## src/rtl/uart_ram_pkg.sv

```systemverilog
// Shared types and default widths for the UART <-> byte RAM datapath.
// RAM_TX_READER_CHECKSUM_EN adds the CSUM state to the reader FSM.
package uart_ram_pkg;

   localparam int UART_RAM_ADDR_W = 8;
   localparam int UART_RAM_DATA_W = 8;

   typedef enum logic [2:0] {
      ST_IDLE,
      ST_FETCH,
      ST_LOAD,
      ST_SEND,
`ifdef RAM_TX_READER_CHECKSUM_EN
      ST_CSUM,
`endif
      ST_DONE
   } state_e;

endpackage

```

## src/rtl/ram_tx_reader.sv

```systemverilog
// Streams len bytes from RAM[base..] (wrapping) to the UART TX handshake.
// RAM_TX_READER_CHECKSUM_EN appends an 8-bit modular sum of the bytes sent.
module ram_tx_reader
   import uart_ram_pkg::*;
#(
   parameter int ADDR_W = UART_RAM_ADDR_W,
   parameter int DATA_W = UART_RAM_DATA_W
) (
   input  logic              clock,
   input  logic              reset,
   input  logic              start,
   input  logic [ADDR_W-1:0] base,
   input  logic [ADDR_W:0]   len,
   output logic [ADDR_W-1:0] ram_addr,
   input  logic [DATA_W-1:0] ram_dout,
   output logic [DATA_W-1:0] tx_data,
   output logic              tx_valid,
   input  logic              tx_ready,
   output logic              busy,
   output logic              done
);

`ifdef RAM_TX_READER_CHECKSUM_EN
   localparam state_e TAIL_ST = ST_CSUM;
`else
   localparam state_e TAIL_ST = ST_DONE;
`endif

   state_e            state_q, state_d;
   logic [ADDR_W-1:0] addr_q, addr_d;
   logic [ADDR_W-1:0] raddr_q, raddr_d;
   logic [ADDR_W:0]   rem_q, rem_d;
   logic [DATA_W-1:0] data_q, data_d;
`ifdef RAM_TX_READER_CHECKSUM_EN
   logic [DATA_W-1:0] csum_q, csum_d;
`endif

   always_ff @(posedge clock) begin
      if (reset) begin
         state_q <= ST_IDLE;
         addr_q  <= '0;
         raddr_q <= '0;
         rem_q   <= '0;
         data_q  <= '0;
`ifdef RAM_TX_READER_CHECKSUM_EN
         csum_q  <= '0;
`endif
      end else begin
         state_q <= state_d;
         addr_q  <= addr_d;
         raddr_q <= raddr_d;
         rem_q   <= rem_d;
         data_q  <= data_d;
`ifdef RAM_TX_READER_CHECKSUM_EN
         csum_q  <= csum_d;
`endif
      end
   end

   always_comb begin
      state_d = state_q;
      addr_d  = addr_q;
      raddr_d = raddr_q;
      rem_d   = rem_q;
      data_d  = data_q;
`ifdef RAM_TX_READER_CHECKSUM_EN
      csum_d  = csum_q;
`endif
      unique case (state_q)
         ST_IDLE: begin
            if (start) begin
               addr_d  = base;
               rem_d   = len;
`ifdef RAM_TX_READER_CHECKSUM_EN
               csum_d  = '0;
`endif
               state_d = (len != '0) ? ST_FETCH : TAIL_ST;
            end
         end
         ST_FETCH: begin
            raddr_d = addr_q;
            state_d = ST_LOAD;
         end
         ST_LOAD: begin
            data_d  = ram_dout;
`ifdef RAM_TX_READER_CHECKSUM_EN
            csum_d  = csum_q + ram_dout;
`endif
            // Natural overflow of the ADDR_W counter gives the wrap.
            addr_d  = addr_q + ADDR_W'(1);
            rem_d   = rem_q - (ADDR_W+1)'(1);
            state_d = ST_SEND;
         end
         ST_SEND: begin
            if (tx_ready)
               state_d = (rem_q != '0) ? ST_FETCH : TAIL_ST;
         end
`ifdef RAM_TX_READER_CHECKSUM_EN
         ST_CSUM: begin
            if (tx_ready)
               state_d = ST_DONE;
         end
`endif
         ST_DONE: state_d = ST_IDLE;
         default: state_d = ST_IDLE;
      endcase
   end

   // raddr_q keeps the last fetched address visible outside FETCH.
   assign ram_addr = (state_q == ST_FETCH) ? addr_q : raddr_q;

`ifdef RAM_TX_READER_CHECKSUM_EN
   assign tx_valid = (state_q == ST_SEND) || (state_q == ST_CSUM);
   assign tx_data  = (state_q == ST_CSUM) ? csum_q : data_q;
`else
   assign tx_valid = (state_q == ST_SEND);
   assign tx_data  = data_q;
`endif

   assign busy = (state_q != ST_IDLE);
   assign done = (state_q == ST_DONE);

endmodule

```

## config.mk

```make
export PLATFORM = sky130hd
export DESIGN_NAME = ram_tx_reader
export DESIGN_NICKNAME = d
export VERILOG_FILES = /design/src/rtl/uart_ram_pkg.sv /design/src/rtl/ram_tx_reader.sv
export SDC_FILE = /design/constraint.sdc
export NUM_CORES = 1
export LEC_CHECK = 0
export ABC_AREA = 1
export CORE_AREA = 10 10 72 74
export CTS_CLUSTER_DIAMETER = 100
export DETAILED_ROUTE_END_ITERATION = 10
export DIE_AREA = 0 0 82 84
export PLACE_DENSITY_LB_ADDON = 0.12
export RECOVER_POWER = 25
export SETUP_SLACK_MARGIN = 0.2
export SYNTH_ARGS = -nofsm -noshare
export SYNTH_HDL_FRONTEND = slang
export SYNTH_SLANG_ARGS = --single-unit
```

## constraint.sdc

```tcl
create_clock -name clock -period 4.15 [get_ports clock]
set_clock_uncertainty 0.05 [all_clocks]
set_input_delay 0.6225 -clock clock [delete_from_list [all_inputs] [get_ports clock]]
set_output_delay 0.6225 -clock clock [all_outputs]
set_load 0.01 [all_outputs]
```

==> impl_metrics.py, run 1 <==
metrics = {
    "hold_path": {
        "min_to": "tx_data[0]$_SDFFE_PP0N_",
        "whs_path_depth": 2,
        "min-delay-start": "tx_data[0]$_SDFFE_PP0N_",
        "hold_class": "flip-flop to flip-flop",
    },
    "synthesis": {
        "syn_area_um2": 1899,
        "ys.warnings.count": 0,
        "synth_cell_types": 34,
        "ys_ff_latch": 36,
        "syn-num-nets": 302,
        "synth_cells": 271,
        "yosysTopAreaCell": "dfxtp_1",
        "synth_area_leaders": "dfxtp_1 (38%), nand2_1 (13%), a21oi_1 (7.4%)",
        "ys_seq_area_frac": 0.3794,
        "synth_top_area_frac": 0.3794,
        "avgSynthCellArea_um2": 7.009,
    },
    "placed_design": {
        "port_buffers": 47,
        "hpwl_mm": 3.513,
        "dp_slack_ps": 1478,
        "globalplace.congestion": 0.7831,
    },
    "sta": {
        "worstMarginPinSlew_ps": 1074,
        "hold_violations": 0,
        "setup_viol": 0,
        "fin_ws_ps": 1210,
        "fin_crit_sh": 0.7085,
        "slew_violations": 0,
        "rsz0062_at_grt": "false",
        "fmax_mhz": 340.1,
        "fin_crit_ps": 2940,
        "relSlewSlack": 0.2819,
        "tns_ps": 0,
    },
    "grt": {
        "grt_pass1_wl_mm": 8.162,
        "overflow": 0,
        "grt_max_degree": 31,
        "grt_pass1_vias": 1750,
        "grt_use_total": 0.1470,
        "antenna_found_initial": 0,
    },
    "die": {
        "start_util": 0.4925,
        "die_x_um": 82,
        "core_um2": 3856,
        "rows": 23,
        "die_area_um2": 6888,
        "pin_count": 48,
        "chipHeight_um": 84,
    },
    "clock_tree": {
        "htree_num_levels": 2,
        "cts_made_buffers": 5,
        "ctsHoldBuffers": 0,
        "cts.clk_slew.worst_paths_ps": 70,
        "post_cts_resized": 0,
        "clockBufferDepth": 2,
        "cts_tree": "built",
        "cts_root_buffer": "clkbuf_8",
        "clock-sinks": 36,
        "postCtsSetupRepairBufs": 0,
        "clk_latency_ps": 290,
    },
    "cells_and_area": {
        "antenna_cells": 0,
        "final_layout_size_suffix_gt1_frac": 0.08805,
        "final_cell_mix": "nand2_1 (70), clkdlybuf4s50_1 (46), dfxtp_1 (36), inv_1 (34), a21oi_1 (28)",
        "nFillCells": 379,
        "final_common_cell": "nand2_1",
        "multi_input_area_um2": 950.9,
        "seqCellArea_um2": 720.7,
        "synthToLayoutAreaGrowth_pct": 28.66,
        "nets": 348,
    },
    "setup_path": {
        "cp.required_ps": 3480,
        "critPathCaptureType": "primary output",
        "crit_fanout": 25,
        "rrSetupSlack_ps": 1580,
        "start_kind": "flip-flop",
        "critPathArrivalTime_ps": 2270,
        "reg2reg_from": "state_q[2]$_SDFFE_PP0P_",
        "cp-startpoint": "state_q[0]$_SDFFE_PP0P_",
        "reg2reg_depth": 8,
        "path_class": "flip-flop to primary output",
        "rr_endpoint": "addr_q[7]$_SDFFE_PP0P_",
    },
    "drt": {
        "drt_iter0_drc": 119,
        "wl_per_cell_um": 12.96,
        "ant_nets": 0,
        "via_count": 1845,
        "drc": 0,
        "routed_via_density": 5.014,
        "dr.pass1.iters": 4,
        "totalWireLength_mm": 4.771,
    },
    "run": {
        "maxCapViolCount": 0,
    },
    "pwr": {
        "p_per_area_nw_per_um2": 721.8,
        "total_leakage_power_nw": 1.012,
        "peakVddDrop_v": 0.0003559,
    },
    "outcome": {
        "status": "finished, final reports clean",
    },
}
==> flip-flops by register name, indices dropped and copies added, names as in the netlist <==
signal and cells:
raddr_q 8, tx_data 8, addr_q 8, state_q 3, rem_q 9
==> cells in the mapped netlist <==
| cell | number |
|---|---|
| nand2_1 | 68 |
| dfxtp_1 | 36 |
| inv_1 | 34 |
| a21oi_1 | 28 |
| nor2_1 | 18 |
| nand3_1 | 14 |
| o21ai_0 | 12 |
| or2_2 | 9 |
| a211oi_1 | 8 |
| nor3_1 | 6 |
| a31oi_1 | 5 |
| inv_2 | 4 |
| clkbuf_1 | 3 |
| a211oi_2 | 2 |
| buf_2 | 2 |
| ha_1 | 2 |
| nand2_2 | 2 |
| o221ai_1 | 2 |
| buf_12 | 1 |
| buf_4 | 1 |
| buf_6 | 1 |
| buf_8 | 1 |
| nand2_4 | 1 |
| nand3_2 | 1 |
| nand4_1 | 1 |
| nor2_4 | 1 |
| nor3_4 | 1 |
| o211ai_2 | 1 |
| o21a_1 | 1 |
| o21ai_1 | 1 |
| o21bai_1 | 1 |
| o22ai_1 | 1 |
| o31ai_1 | 1 |
| xor2_1 | 1 |
==> how the worst max path moves through the flow <==
stage / cells after the start / slack, ps / to
2_1_floorplan: 6 / 2360 / ram_addr[5]
3_3_place_gp: 6 / 1540 / ram_addr[7]
3_5_place_dp: 6 / 1480 / ram_addr[1]
4_1_cts: 6 / 1160 / ram_addr[5]
5_1_grt: 6 / 970 / ram_addr[5]
6_report: 6 / 1210 / ram_addr[5]
==> worst max-delay path, cell delays in order, from the launching register on <==
cell	delay [ps]
dfxtp_1	350
inv_1	100
nor3_4	580
or2_2	220
inv_1	50
a21oi_1	120
clkdlybuf4s50_1	560
==> routing by layer <==
| layer | routed length [um] | GRT usage | up-vias |
|---|---|---|---|
| li1 | - | - | 980 |
| met1 | 2109 | 0.1814 | 810 |
| met2 | 2269 | 0.2282 | 49 |
| met3 | 335 | 0.05388 | 6 |
| met4 | 57 | 0.04644 | 0 |
| met5 | 0 | 0 | - |
==> stage by stage <==
step | power (mW) | utilization | instance area (um^2) | std cells | hold WS [ps]
2_1_floorplan | 1.223 | - | 1899 | 271 | 407.8
3_3_place_gp | 1.508 | 0.6132 | 2365 | 360 | 401.6
3_5_place_dp | 1.525 | 0.6132 | 2365 | 360 | 406.2
4_1_cts | 1.787 | 0.6372 | 2457 | 368 | 416.9
5_1_grt | 1.931 | 0.6337 | 2444 | 368 | 441.0
6_report | 1.764 | 0.6337 | 2444 | 368 | 412.6
==> area by class of cell <==
| class | count | area share |
|---|---|---|
| multi-input combinational | 188 | 0.3891 |
| tap | 50 | 0.02560 |
| timing repair buffer | 48 | 0.1941 |
| sequential | 36 | 0.2949 |
| inverter | 38 | 0.05837 |
| clock inverter | 2 | 0.004096 |
| clock buffer | 6 | 0.03379 |
==> logic make-up after synthesis <==
| logic type | after synthesis | share of synthesized area |
|---|---|---|
| buf+inv | 47 | 0.1146 |
| simple gates | 122 | 0.2879 |
| xor+xnor | 1 | 0.004612 |
| flops | 36 | 0.3794 |
| compound gates | 63 | 0.2003 |
| fa+ha+maj | 2 | 0.01317 |
==> report_power, final <==
part           leakage (nW)  switching, mW  internal (mW)
sequential            0.296         0.0769          0.469
combinational         0.665          0.549          0.412
clock                0.0510          0.124          0.132
Note: power is estimated with default switching activity, not from simulation.
==> run 2, diff against run 1 <==
Settings changed: CORE_AREA 10 10 72 74 to 10 10 77 79, DIE_AREA 0 0 82 84 to 0 0 87 89.
Clock period 4.15 ns to 2.6 ns, I/O delays scaled along.
==> impl_metrics.py, run 2 (synthesis gave the netlist of run 1 again) <==
metrics = {
    "sta": {
        "fin_crit_ps": 2337,
        "relSlewSlack": 0.6417,
        "fin_hold_ws_ps": 416.6,
        "rsz0062_at_grt": "true",
        "fin_crit_sh": 0.8988,
        "tns_ps": 0,
        "fmax_mhz": 427.9,
        "hold_violations": 0,
        "fin_ws_ps": 263.1,
        "slew_violations": 0,
        "setup_viol": 0,
        "worstMarginPinSlew_ps": 535.7,
    },
    "outcome": {
        "status": "finished, final reports clean",
    },
    "placed_design": {
        "placedCellCount": 366,
        "postPlaceCellArea_um2": 2385,
        "hpwl_mm": 3.533,
        "globalplace.congestion": 0.8382,
        "dp_slack_ps": 482.5,
        "port_buffers": 47,
    },
    "drt": {
        "dr.pass1.iters": 4,
        "ant_nets": 0,
        "drt_iter0_drc": 39,
        "wl_per_cell_um": 12.87,
        "totalWireLength_mm": 4.840,
        "drc": 0,
        "routed_via_density": 4.944,
        "via_count": 1859,
    },
    "cells_and_area": {
        "final_common_cell": "nand2_1",
        "largest_reg_flops": 9,
        "synthToLayoutAreaGrowth_pct": 33.86,
        "final_cell_mix": "nand2_1 (68), dfxtp_1 (36), clkdlybuf4s50_1 (36), inv_1 (34), a21oi_1 (28)",
        "largest_register": "rem_q",
        "antenna_cells": 0,
        "nets": 352,
        "final_cell_count_no_fill": 376,
        "nFillCells": 461,
        "finalCoreUtilization": 0.5606,
        "fin_area_um2": 2542,
        "multi_input_area_um2": 960.9,
        "seqCellArea_um2": 720.7,
        "final_layout_size_suffix_gt1_frac": 0.09938,
    },
    "grt": {
        "grt_use_total": 0.1248,
        "grt_pass1_wl_mm": 7.907,
        "grtUsageMet1": 0.1546,
        "grt_max_degree": 31,
        "grtUsageMet3": 0.04923,
        "busiest_layer": "met2",
        "grt_pass1_vias": 1763,
        "grtUsageMet2": 0.1952,
        "antenna_found_initial": 0,
        "overflow": 0,
    },
    "die": {
        "die_x_um": 87,
        "core_um2": 4536,
        "pin_count": 48,
        "chipHeight_um": 89,
        "die_area_um2": 7743,
        "rows": 25,
        "start_util": 0.4188,
    },
    "pwr": {
        "total_power_mw": 2.938,
        "peakVddDrop_v": 0.0004829,
        "p_per_area_nw_per_um2": 1155,
        "total_leakage_power_nw": 1.152,
    },
    "setup_path": {
        "start_kind": "flip-flop",
        "critPathArrivalTime_ps": 1900,
        "critPathCaptureType": "primary output",
        "reg2reg_depth": 8,
        "crit_fanout": 13,
        "path_class": "flip-flop to primary output",
        "slowest_delay_ps": 550,
        "slowest_stage": "clkdlybuf4s50_1",
        "cp_common_cell": "inv_1",
        "cp.required_ps": 2160,
        "path_cells": "inv_1 > nor3_4 > buf_8 > or2_2 > inv_1 > a21oi_1 > clkdlybuf4s50_1",
    },
    "clock_tree": {
        "cts_made_buffers": 5,
        "clk_latency_ps": 280,
        "clockBufferDepth": 2,
        "clock-sinks": 36,
        "cts.clk_slew.worst_paths_ps": 70,
        "htree_num_levels": 2,
        "cts_tree": "built",
        "cts_root_buffer": "clkbuf_8",
    },
    "run": {
        "maxCapViolCount": 0,
    },
    "hold_path": {
        "hold_class": "flip-flop to flip-flop",
        "whs_path_depth": 2,
    },
}
-- run 2: what timing repair did --
action	4_1_cts	5_1_grt
gates cloned	0	1
endpoints found under the setup margin	8	8
resized for setup	1	8
hold buffers	0	0
buffers inserted	0	1
-- run 2: layout make-up --
class / count / area share
clock buffers: 6 / 0.02854
clock inverters: 2 / 0.01378
inverters: 38 / 0.05610
multi-input cells: 188 / 0.3780
flip-flops and latches: 36 / 0.2835
well taps: 54 / 0.02657
repair buffers: 52 / 0.2136
-- run 2: layer usage --
layer  up-vias  part of all wire
met2        33              0.46
met4         0            0.0048
met5         -                 0
li1        986                 -
met3         2             0.063
met1       838              0.47
-- run 2: final timing paths --
check / from / to / slack, ps
setup reg to reg: state_q[2]$_SDFFE_PP0P_ / rem_q[1]$_SDFFE_PP0P_ / 850
hold / removal: tx_data[4]$_SDFFE_PP0N_ / tx_data[4]$_SDFFE_PP0N_ / 420
setup / recovery: state_q[0]$_SDFFE_PP0P_ / ram_addr[3] / 260
hold reg to reg: tx_data[4]$_SDFFE_PP0N_ / tx_data[4]$_SDFFE_PP0N_ / 420
-- run 2: report_power, final --
group	total (mW)	switching, mW	internal [mW]
clock network	0.481	0.196	0.285
logic	1.59	0.898	0.693
registers	0.866	0.118	0.748
total	2.94	1.21	1.73
-- run 2: worst max-delay path: cells and delay by family, from the launching register on --
| kind | cells | cell delay (ps) |
|---|---|---|
| AO/OA/AOI/OAI | 1 | 110 |
| buffers and inverters | 4 | 870 |
| flip-flops | 1 | 350 |
| AND/OR/NAND/NOR | 2 | 280 |
==> run 3, diff against run 2 <==
Settings changed: CELL_PAD_IN_SITES_DETAIL_PLACEMENT set to 1, CELL_PAD_IN_SITES_GLOBAL_PLACEMENT set to 1, CORE_AREA 10 10 77 79 to 10 10 90 92, DIE_AREA 0 0 87 89 to 0 0 100 102.
==> impl_metrics.py, run 3 (synthesis gave the netlist of run 1 again) <==
metrics = {
    "outcome": {
        "status": "finished, final reports clean",
    },
    "sta": {
        "slew_violations": 0,
        "worstMarginPinSlew_ps": 350.0,
        "relSlewSlack": 0.7664,
        "rsz0062_at_grt": "false",
        "hold_violations": 0,
        "fmax_mhz": 469.0,
        "setup_viol": 0,
        "fin_crit_ps": 2132,
        "fin_crit_sh": 0.8200,
        "tns_ps": 0,
    },
    "die": {
        "start_util": 0.3026,
        "die_area_um2": 10200,
        "chipHeight_um": 102,
        "rows": 29,
        "core_um2": 6277,
        "die_x_um": 100,
        "pin_count": 48,
    },
    "cells_and_area": {
        "synthToLayoutAreaGrowth_pct": 34.26,
        "antenna_cells": 0,
        "final_cell_mix": "nand2_1 (68), clkdlybuf4s50_1 (37), dfxtp_1 (36), inv_1 (35), a21oi_1 (28)",
        "largest_register": "rem_q",
        "final_layout_size_suffix_gt1_frac": 0.1022,
        "final_common_cell": "nand2_1",
        "nFillCells": 786,
        "nets": 353,
        "seqCellArea_um2": 720.7,
        "multi_input_area_um2": 953.4,
        "finalCoreUtilization": 0.4062,
        "largest_reg_flops": 9,
    },
    "drt": {
        "ant_nets": 0,
        "drc": 0,
        "routed_via_density": 4.743,
        "dr.pass1.iters": 4,
        "drt_iter0_drc": 71,
        "via_count": 1897,
        "totalWireLength_mm": 5.913,
        "wl_per_cell_um": 14.78,
    },
    "placed_design": {
        "globalplace.congestion": 0.7421,
        "hpwl_mm": 4.360,
        "port_buffers": 47,
    },
    "clock_tree": {
        "clockBufferDepth": 2,
        "htree_num_levels": 2,
        "cts_root_buffer": "clkbuf_8",
        "clock-sinks": 36,
        "clk_latency_ps": 290,
        "cts_tree": "built",
        "cts_made_buffers": 5,
        "cts.clk_slew.worst_paths_ps": 80,
    },
    "setup_path": {
        "path_buf_inv": 4,
        "critPathCaptureType": "primary output",
        "path_class": "flip-flop to primary output",
        "slowest_delay_ps": 330,
        "slowest_stage": "dfxtp_1",
        "path_cells": "inv_1 > nor3_4 > buf_6 > or2_2 > inv_1 > a21oi_1 > dlygate4sd2_1",
        "start_kind": "flip-flop",
        "cp_common_cell": "inv_1",
        "critPathArrivalTime_ps": 1690,
        "crit_fanout": 12,
        "cp.required_ps": 2160,
        "crit_family": "buffers and inverters",
    },
    "grt": {
        "grt_pass1_vias": 2032,
        "antenna_found_initial": 0,
        "overflow": 0,
        "grt_use_total": 0.1192,
        "grt_max_degree": 31,
        "grt_pass1_wl_mm": 9.963,
    },
    "run": {
        "maxCapViolCount": 0,
    },
    "pwr": {
        "total_leakage_power_nw": 1.145,
        "p_per_area_nw_per_um2": 1164,
        "peakVddDrop_v": 0.0004888,
    },
    "hold_path": {
        "hold_class": "flip-flop to flip-flop",
    },
}
==> run 3: changes by cell type in the layout (fill, tap and decap cells not counted), sizes merged <==
cell	previous run	this run
dlygate4sd3	4	2
dlymetal6s2s	7	6
dlygate4sd2	0	2
clkbuf	9	6
clkdlybuf4s50	36	37
buf	2	6
==> run 3: worst register-to-register path: cells and delay by family (launching register included) <==
kind	cells	cell delay, ps
AND/OR/NAND/NOR	4	690
buffers and inverters	3	430
flip-flops	1	430
AO/OA/AOI/OAI	1	140
==> run 3: stage by stage <==
step                area (um^2)  hold WS [ps]  cells  setup WS [ps]  power [mW]
floorplan                  1899         407.8    271           1041       1.953
global placement           2429         402.2    391          489.6       2.499
detailed placement         2429         411.6    391          442.2       2.535
CTS                        2542         422.8    400          203.5       3.045
global route               2550         441.4    400          367.4       3.278
finish                     2550         418.6    400          468.0       2.967
==> run 3: final timing paths <==
| path | startpoint | end | slack (ps) | depth (start not counted) |
|---|---|---|---|---|
| setup / recovery | state_q[0]$_SDFFE_PP0P_ | ram_addr[5] | 470 | 7 |
| hold / removal | tx_data[7]$_SDFFE_PP0N_ | tx_data[7]$_SDFFE_PP0N_ | 420 | 2 |
| setup reg to reg | state_q[2]$_SDFFE_PP0P_ | rem_q[6]$_SDFFE_PP0P_ | 780 | 8 |
| hold reg to reg | tx_data[7]$_SDFFE_PP0N_ | tx_data[7]$_SDFFE_PP0N_ | 420 | 2 |
==> run 3: what timing repair did <==
action                                  in CTS  in global routing
hold buffers                                 0                  0
hold endpoints to repair                     0                  0
buffers inserted                             0                  0
gates resized for setup                      3                  6
endpoints found under the setup margin       8                  6
cloned                                       1                  0
==> run 3: area by class of cell <==
class                   count  area share
multi-input cells         188      0.3739
inverters                  38     0.05594
well taps                  77     0.03778
clock inverters             2     0.01374
repair buffers             53      0.2076
flip-flops and latches     36      0.2826
clock buffers               6     0.02846
==> run 3: routing by layer <==
| layer | global-route usage | wire, um |
|---|---|---|
| met4 | 0.03370 | 46 |
| met1 | 0.1441 | 2762 |
| met5 | 0 | 0 |
| met3 | 0.04656 | 375 |
| met2 | 0.1926 | 2729 |
==> run 3: power by group <==
part | internal, mW | switching [mW] | total (mW)
sequential | 0.748 | 0.126 | 0.874
clock | 0.285 | 0.212 | 0.497
combinational | 0.660 | 0.936 | 1.60
